--- src/rtl/axi_router_pkg.sv ---
// Shared constants and slicing helpers for the AXI write-address router.
// Holds the default six-region address map used by axi_aw_router.
package axi_router_pkg;

    localparam int DEF_NO_S   = 6;
    localparam int DEF_ADDR_W = 32;

    // Slave j occupies bits [j*ADDR_W +: ADDR_W]; slave 0 is the rightmost word.
    localparam logic [DEF_NO_S*DEF_ADDR_W-1:0] DEF_REGION_START = {
        32'h0010_9000, 32'h0010_7000, 32'h0000_7000,
        32'h0000_3000, 32'h0000_1000, 32'h0000_0000
    };

    localparam logic [DEF_NO_S*DEF_ADDR_W-1:0] DEF_REGION_END = {
        32'h0010_AFFF, 32'h0010_8FFF, 32'h0010_6FFF,
        32'h0000_6FFF, 32'h0000_2FFF, 32'h0000_0FFF
    };

    // Low bit of field idx in a packed vector of w-bit fields.
    function automatic int fld_lo(input int idx, input int w);
        return idx * w;
    endfunction

endpackage

--- src/rtl/axi_rr_arbiter.sv ---
// Round-robin arbiter: picks the first requester at or after its pointer and
// moves the pointer just past the winner whenever a grant is taken.
module axi_rr_arbiter #(
    parameter int NO_M  = 4,
    parameter int IDX_W = $clog2(NO_M)
) (
    input  logic             i_clk,
    input  logic             i_rst,
    input  logic             i_en,
    input  logic [NO_M-1:0]  i_req,
    output logic [NO_M-1:0]  o_gnt,
    output logic [IDX_W-1:0] o_idx,
    output logic             o_vld
);

    logic [IDX_W-1:0] r_ptr;

    // Scan from the farthest offset down so the nearest requester wins last.
    always_comb begin
        int m;
        o_vld = 1'b0;
        o_idx = '0;
        m     = 0;
        for (int k = NO_M - 1; k >= 0; k--) begin
            m = (int'(r_ptr) + k) % NO_M;
            if (i_req[IDX_W'(m)]) begin
                o_vld = 1'b1;
                o_idx = IDX_W'(m);
            end
        end
    end

    assign o_gnt = (i_en && o_vld) ? (NO_M'(1) << o_idx) : '0;

    always_ff @(posedge i_clk) begin
        if (i_rst) begin
            r_ptr <= '0;
        end else if (i_en && o_vld) begin
            r_ptr <= (o_idx == IDX_W'(NO_M - 1)) ? '0 : o_idx + 1'b1;
        end
    end

endmodule

--- src/rtl/axi_aw_router.sv ---
// AW-channel router: decodes masters onto NO_S regions plus an error port,
// arbitrates round-robin per port and tracks write ownership per port.
module axi_aw_router
    import axi_router_pkg::*;
#(
    parameter int NO_M     = 4,
    parameter int NO_S     = 6,
    parameter int ADDR_W   = 32,
    parameter int M_ID_W   = 9,
    parameter int MIDX_W   = $clog2(NO_M),
    parameter logic [NO_S*ADDR_W-1:0] REGION_START = DEF_REGION_START,
    parameter logic [NO_S*ADDR_W-1:0] REGION_END   = DEF_REGION_END,
    parameter int WQ_DEPTH = 4
) (
    input  logic                              aclk,
    input  logic                              areset,
    input  logic [NO_M-1:0]                   m_awvalid,
    output logic [NO_M-1:0]                   m_awready,
    input  logic [NO_M*ADDR_W-1:0]            m_awaddr,
    input  logic [NO_M*M_ID_W-1:0]            m_awid,
    input  logic [NO_M*8-1:0]                 m_awlen,
    output logic [NO_S:0]                     s_awvalid,
    input  logic [NO_S:0]                     s_awready,
    output logic [(NO_S+1)*ADDR_W-1:0]        s_awaddr,
    output logic [(NO_S+1)*(M_ID_W+MIDX_W)-1:0] s_awid,
    output logic [(NO_S+1)*8-1:0]             s_awlen,
    input  logic [NO_S:0]                     s_wlast_hs,
    output logic [(NO_S+1)*MIDX_W-1:0]        wsel,
    output logic [NO_S:0]                     wsel_valid,
    output logic                              wq_err
);

    localparam int NP    = NO_S + 1;
    localparam int TGT_W = $clog2(NP);
    localparam int SID_W = M_ID_W + MIDX_W;
    localparam int PTR_W = $clog2(WQ_DEPTH);

    // Error port subtracts nothing, so its base is an appended zero word.
    localparam logic [NP*ADDR_W-1:0] BASE = {{ADDR_W{1'b0}}, REGION_START};

    logic [NO_M-1:0][ADDR_W-1:0] w_maddr;
    logic [NO_M-1:0][M_ID_W-1:0] w_mid;
    logic [NO_M-1:0][7:0]        w_mlen;
    logic [NO_M-1:0][TGT_W-1:0]  w_tgt;

    logic [NP-1:0][NO_M-1:0]   w_req;
    logic [NP-1:0][NO_M-1:0]   w_gnt;
    logic [NP-1:0][MIDX_W-1:0] w_win;
    logic [NP-1:0]             w_win_vld;
    logic [NP-1:0]             w_load_ok;
    logic [NP-1:0]             w_full;
    logic [NP-1:0]             w_empty;
    logic [NP-1:0]             w_push;
    logic [NP-1:0]             w_pop;
    logic [NP-1:0][MIDX_W-1:0] w_wsel;

    logic [NP-1:0]                             r_vld;
    logic [NP-1:0][ADDR_W-1:0]                 r_addr;
    logic [NP-1:0][SID_W-1:0]                  r_id;
    logic [NP-1:0][7:0]                        r_len;
    logic [NP-1:0][WQ_DEPTH-1:0][MIDX_W-1:0]   r_wq;
    logic [NP-1:0][PTR_W-1:0]                  r_wp;
    logic [NP-1:0][PTR_W-1:0]                  r_rp;
    logic [NP-1:0][PTR_W:0]                    r_cnt;
    logic                                      r_wq_err;

    assign w_maddr = m_awaddr;
    assign w_mid   = m_awid;
    assign w_mlen  = m_awlen;

    // Lowest matching region wins, so scan downward and let later hits override.
    always_comb begin
        for (int i = 0; i < NO_M; i++) begin
            w_tgt[i] = TGT_W'(NO_S);
            for (int j = NO_S - 1; j >= 0; j--) begin
                if (w_maddr[i] >= REGION_START[fld_lo(j, ADDR_W) +: ADDR_W] &&
                    w_maddr[i] <= REGION_END[fld_lo(j, ADDR_W) +: ADDR_W]) begin
                    w_tgt[i] = TGT_W'(j);
                end
            end
        end
    end

    always_comb begin
        for (int j = 0; j < NP; j++) begin
            for (int i = 0; i < NO_M; i++) begin
                w_req[j][i] = m_awvalid[i] && (w_tgt[i] == TGT_W'(j));
            end
            w_full[j]    = (r_cnt[j] == (PTR_W+1)'(WQ_DEPTH));
            w_empty[j]   = (r_cnt[j] == '0);
            w_load_ok[j] = !areset && (!r_vld[j] || s_awready[j]) &&
                           (!w_full[j] || s_wlast_hs[j]);
            w_push[j]    = w_load_ok[j] && w_win_vld[j];
            w_pop[j]     = s_wlast_hs[j] && !w_empty[j];
            w_wsel[j]    = r_wq[j][r_rp[j]];
        end
    end

    for (genvar j = 0; j < NP; j++) begin : g_arb
        axi_rr_arbiter #(
            .NO_M  (NO_M),
            .IDX_W (MIDX_W)
        ) u_arb (
            .i_clk (aclk),
            .i_rst (areset),
            .i_en  (w_load_ok[j]),
            .i_req (w_req[j]),
            .o_gnt (w_gnt[j]),
            .o_idx (w_win[j]),
            .o_vld (w_win_vld[j])
        );
    end

    // A master decodes to exactly one port, so OR-ing per-port grants is safe.
    always_comb begin
        m_awready = '0;
        for (int j = 0; j < NP; j++) begin
            m_awready = m_awready | w_gnt[j];
        end
    end

    always_ff @(posedge aclk) begin
        if (areset) begin
            r_vld    <= '0;
            r_addr   <= '0;
            r_id     <= '0;
            r_len    <= '0;
            r_wq     <= '0;
            r_wp     <= '0;
            r_rp     <= '0;
            r_cnt    <= '0;
            r_wq_err <= 1'b0;
        end else begin
            for (int j = 0; j < NP; j++) begin
                if (w_push[j]) begin
                    r_vld[j]          <= 1'b1;
                    r_addr[j]         <= w_maddr[w_win[j]] - BASE[fld_lo(j, ADDR_W) +: ADDR_W];
                    r_id[j]           <= {w_win[j], w_mid[w_win[j]]};
                    r_len[j]          <= w_mlen[w_win[j]];
                    r_wq[j][r_wp[j]]  <= w_win[j];
                    r_wp[j]           <= r_wp[j] + 1'b1;
                end else if (s_awready[j]) begin
                    r_vld[j] <= 1'b0;
                end
                if (w_pop[j]) begin
                    r_rp[j] <= r_rp[j] + 1'b1;
                end
                // Push and pop together on a full queue leaves the count at depth.
                case ({w_push[j], w_pop[j]})
                    2'b10:   r_cnt[j] <= r_cnt[j] + 1'b1;
                    2'b01:   r_cnt[j] <= r_cnt[j] - 1'b1;
                    default: r_cnt[j] <= r_cnt[j];
                endcase
            end
            if (|(s_wlast_hs & w_empty)) begin
                r_wq_err <= 1'b1;
            end
        end
    end

    assign s_awvalid  = r_vld;
    assign s_awaddr   = r_addr;
    assign s_awid     = r_id;
    assign s_awlen    = r_len;
    assign wsel       = w_wsel;
    assign wsel_valid = ~w_empty;
    assign wq_err     = r_wq_err;

endmodule

--- config.mk ---
export PLATFORM = sky130hd
export DESIGN_NAME = axi_aw_router
export DESIGN_NICKNAME = d
export VERILOG_FILES = /design/src/rtl/axi_router_pkg.sv /design/src/rtl/axi_rr_arbiter.sv /design/src/rtl/axi_aw_router.sv
export SDC_FILE = /design/constraint.sdc
export NUM_CORES = 2
export LEC_CHECK = 0
export CELL_PAD_IN_SITES_DETAIL_PLACEMENT = 0
export CELL_PAD_IN_SITES_GLOBAL_PLACEMENT = 1
export CORE_MARGIN = 10
export CORE_UTILIZATION = 25
export DETAILED_ROUTE_END_ITERATION = 16
export GPL_TIMING_DRIVEN = 0
export MAX_ROUTING_LAYER = met4
export PLACE_DENSITY_LB_ADDON = 0.1
export RECOVER_POWER = 100
export SYNTH_ARGS = -nofsm -noshare
export SYNTH_HDL_FRONTEND = slang
export SYNTH_HIERARCHICAL = 1
export SYNTH_SLANG_ARGS = --single-unit
--- constraint.sdc ---
create_clock -name aclk -period 5 [get_ports aclk]
set_clock_uncertainty 0.2 [all_clocks]
set_input_delay 0.5 -clock aclk [delete_from_list [all_inputs] [get_ports aclk]]
set_output_delay 0.5 -clock aclk [all_outputs]
set_load 0.01 [all_outputs]
==> metrics.md <==
| Metric | Value |
|---|---|
| Setup TNS | `-37.34 ps` |
| Fin cells | `5635` |
| Cell Rows | `127` |
| GR Overflow Total | `0` |
| Status | `complete, but fails checks` |
| First-pass GRT wire length | `245400 µm` |
| Core area | `120000 µm²` |
| Syn Nets | `3475` |
| Power per Cell Area | `252.9 nW/µm²` |
| Placed Cells | `between 5000 and 6000` |
| Initial antenna violation count | `19` |
| Clk sinks | `484` |
| Netlist cell types | `76` |
| Critical Path Max Stage Delay | `550 ps` |
| DRC | `0` |
| Number of global-route vias before repair | `29780` |
| Max Cap Viol | `1` |
| Starting Density | `0.2518` |
| Die footprint | `~140000 µm²` |
| Setup Crit Path Kind | `input pin to register` |
| Reg clk slew, reported paths | `60 ps` |
| Worst Setup Start Kind | `input pin` |
| Final Max Slew Viols | `12` |
| Die width | `between 300 and 400 µm` |
| Slew headroom | `-0.07305` |
| TritonCTS Buffers | `66` |
| Placed instance area | `around 39000 µm²` |
| Min Clock Period, post-route | `5037 ps` |
| Largest net degree at the start of global routing | `17` |
| Post-synth ARST share | `0` |
| Iter 0 DRT Violations | `2825` |
| Via count | `30500` |
| Wire per inst | `between 30 and 40 µm` |
| Failing checks | `max-capacitance violations, max-slew violations, negative setup slack` |
| Final worst slack | `-37.34 ps` |
| Fin. Hold Viols | `0` |
| Register-to-Register Path Depth | `10` |
| Critical path depth in cells | `17` |
| Placed wire-length estimate | `137600 µm` |
| DIE HEIGHT | `367.6 µm` |
| Worst Setup End Kind | `register` |
| Port bufs | `~610` |
| Worst hold start | `m_awaddr[6]` |
| Routability cong. | `0.9212` |
| Share of layout cells above drive strength 1 | `0.2247` |
| #FFs+latches synth | `about 480` |
| Synthesized area | `30210 µm²` |
| Part of the cycle the worst path needs | `1.007` |
| P_leak | `about 0.015 µW` |
| Crit Path Max Fanout | `10` |
| Max VDD drop | `0.2138 mV` |
| CTS tree | `yes` |
| Post-synth top flop | `dfxtp_1` |
| Detail Route Antenna Nets | `0` |
| Fin util | `0.3578` |
| Final instance area | `42920 µm²` |
| Crit-path cells | `dlygate4sd2_1 > clkbuf_4 > nor3_2 > o21a_1 > o31ai_4 > buf_4 > nor2_4 > nor2b_1 > o21ai_2 > o211a_4 > buf_12 > mux4_2 > or4_1 > buf_4 > or4_4 > or4_1 > a311oi_1` |
| Hold Path Class | `input pin to register` |
| R2r startpoint | `r_cnt[15]$_SDFFE_PP0P_` |
| Post-synthesis sequential area ratio | `0.3208` |
| Worst Setup SP | `m_awaddr[76]` |
| Largest delay share family, worst path | `simple AND/OR/NAND/NOR gates` |
| CP required | `about 5300 ps` |
| Clock tree buffer depth | `3` |
| Number of H-tree levels | `3` |
| Area growth syn-to-layout | `42.10%` |
| Yosys synthesis warning count | `6` |
| Post-Syn Instances | `roughly 3200` |
| Slew @ Worst Pin | `1610 ps` |
| EDFF count, synth | `0` |
| # hold bufs at CTS | `0` |
| Hold Path Depth | `4` |
| CP max-delay cell | `mux4_2` |
| I/O pin total | `606` |
| Unrepaired setup endpoints after global routing | `true` |
| Total track usage | `0.2615` |
| Avg Cell Area, Syn | `9.487 µm²` |
| Crit path buf inv count | `5` |
| Worst Path Arrival | `5370 ps` |
| Final WL | `179400 µm` |
| Setup violators final | `1` |
| DR pass1 iterations | `7` |
| Fmax | `198.5 MHz` |
| Vias per cell | `5.412` |
| Root Driver | `clkbuf_16` |
| Clk_lat worst skew | `650 ps` |
| Fin nets | `4249` |
metrics by stage:
step | setup slack (ps) | hold WS (ps) | total power, µW
after floorplan | -130.8 | 233.1 | 4906
after global placement | -4015 | 241.8 | 5840
after detailed placement | -2801 | 246.3 | 5827
after CTS | -2.212 | 115.7 | 10940
after global routing | -124.4 | 157.2 | 11220
final | -37.34 | 167.4 | 10860
worst paths after layout:
kind / to / slack (ps)
worst max register to register: r_cnt[17]$_SDFFE_PP0P_ / 930
worst max-delay path: s_awaddr[63]$_SDFFE_PP0P_ / -40
worst min-delay path: s_awaddr[70]$_SDFFE_PP0P_ / 170
worst min register to register: s_awaddr[176]$_SDFFE_PP0P_ / 250
cell families after synthesis:
group / after synthesis / synth area share
compound gates: 636 / 0.1291
flops: 484 / 0.3208
simple gates: 1225 / 0.1844
mux: 367 / 0.2694
buf+inv: 319 / 0.04088
xor+xnor: 78 / 0.02262
fa+ha+maj: 75 / 0.03281
synth_stat cells (all sizes together), types with 8 or more instances:
master	number	share of area
nor2	184	0.023
and3	8	0.0017
nand3	72	0.012
dfxtp	484	0.32
clkbuf	196	0.024
o21bai	21	0.0052
nand3b	12	0.0030
a31oi	16	0.0033
a311oi	39	0.011
xnor2	44	0.013
xor2	34	0.0099
nor4	38	0.0081
or4	37	0.0094
mux4	356	0.27
or3	38	0.0079
a21o	10	0.0025
ha	68	0.028
nand2	669	0.083
nor4b	18	0.0052
o41a	8	0.0030
a21oi	362	0.060
and2	40	0.0083
nor3	33	0.0055
inv	60	0.0075
mux2i	10	0.0033
nor2b	34	0.0070
a21boi	8	0.0020
nand2b	9	0.0019
buf	60	0.0087
o21a	16	0.0040
o31ai	20	0.0050
o21ai	45	0.0075
a211oi	46	0.012
what timing repair did:
item | 4_1_cts | 5_1_grt
gates resized for setup | 517 | 244
buffers inserted | 51 | 49
gates cloned | 2 | 1
endpoints found under the setup margin | 452 | 219
pin swaps | 36 | 53
worst min-delay path, delay by kind of cell:
family          cells  cell delay [ps]
compound gates      1              100
buf+inv             1              100
mux                 1              220
simple gates        1               50
sequential cells by signal, summed over array words and instances, names as in the netlist:
register	cells
s_awaddr	224
wq_err	1
r_rp	14
r_wp	14
s_awvalid	7
r_wq	56
r_cnt	21
g_arb.u_arb/r_ptr	14
s_awlen	56
s_awid	77
placed cells by master, fill, tap and decap left out, types with 70 or more instances in the layout:
cell type        netlist  routed
nand2_1              669     667
dfxtp_1              484     484
dlygate4sd3_1          0     385
a21oi_1              362     358
mux4_2               354     356
nor2_1               184     175
clkbuf_1             196     153
clkdlybuf4s50_1        0     124
buf_4                  1     119
clkbuf_16              0      70
report_power, final:
part | switching, µW | internal, µW
combinational | 1060 | 757
sequential | 67.1 | 3930
clock | 2080 | 2950
total | 3210 | 7650
cell type report:
cell class              count  area [µm²]
multi-input cells        2381       20490
clock inverters            20       319.1
well taps                1612        2017
plain buffers             252        1516
diodes                     18       45.04
clock buffers              95        1922
repair buffers            710        6688
fillers                 12360       77050
flip-flops and latches    484        9689
inverters                  63       239.0
routing by layer:
| layer | routed length (µm) | vias up | share of wire | GRT usage |
|---|---|---|---|---|
| met5 | 0 | - | 0 | - |
| met4 | 5495 | 0 | 0.031 | 0.07712 |
| met3 | 14820 | 235 | 0.083 | 0.05727 |
| met2 | 82230 | 1369 | 0.46 | 0.4044 |
| met1 | 76830 | 15520 | 0.43 | 0.3406 |
| li1 | - | 13370 | - | - |
Note: power is estimated with default switching activity, not from simulation.
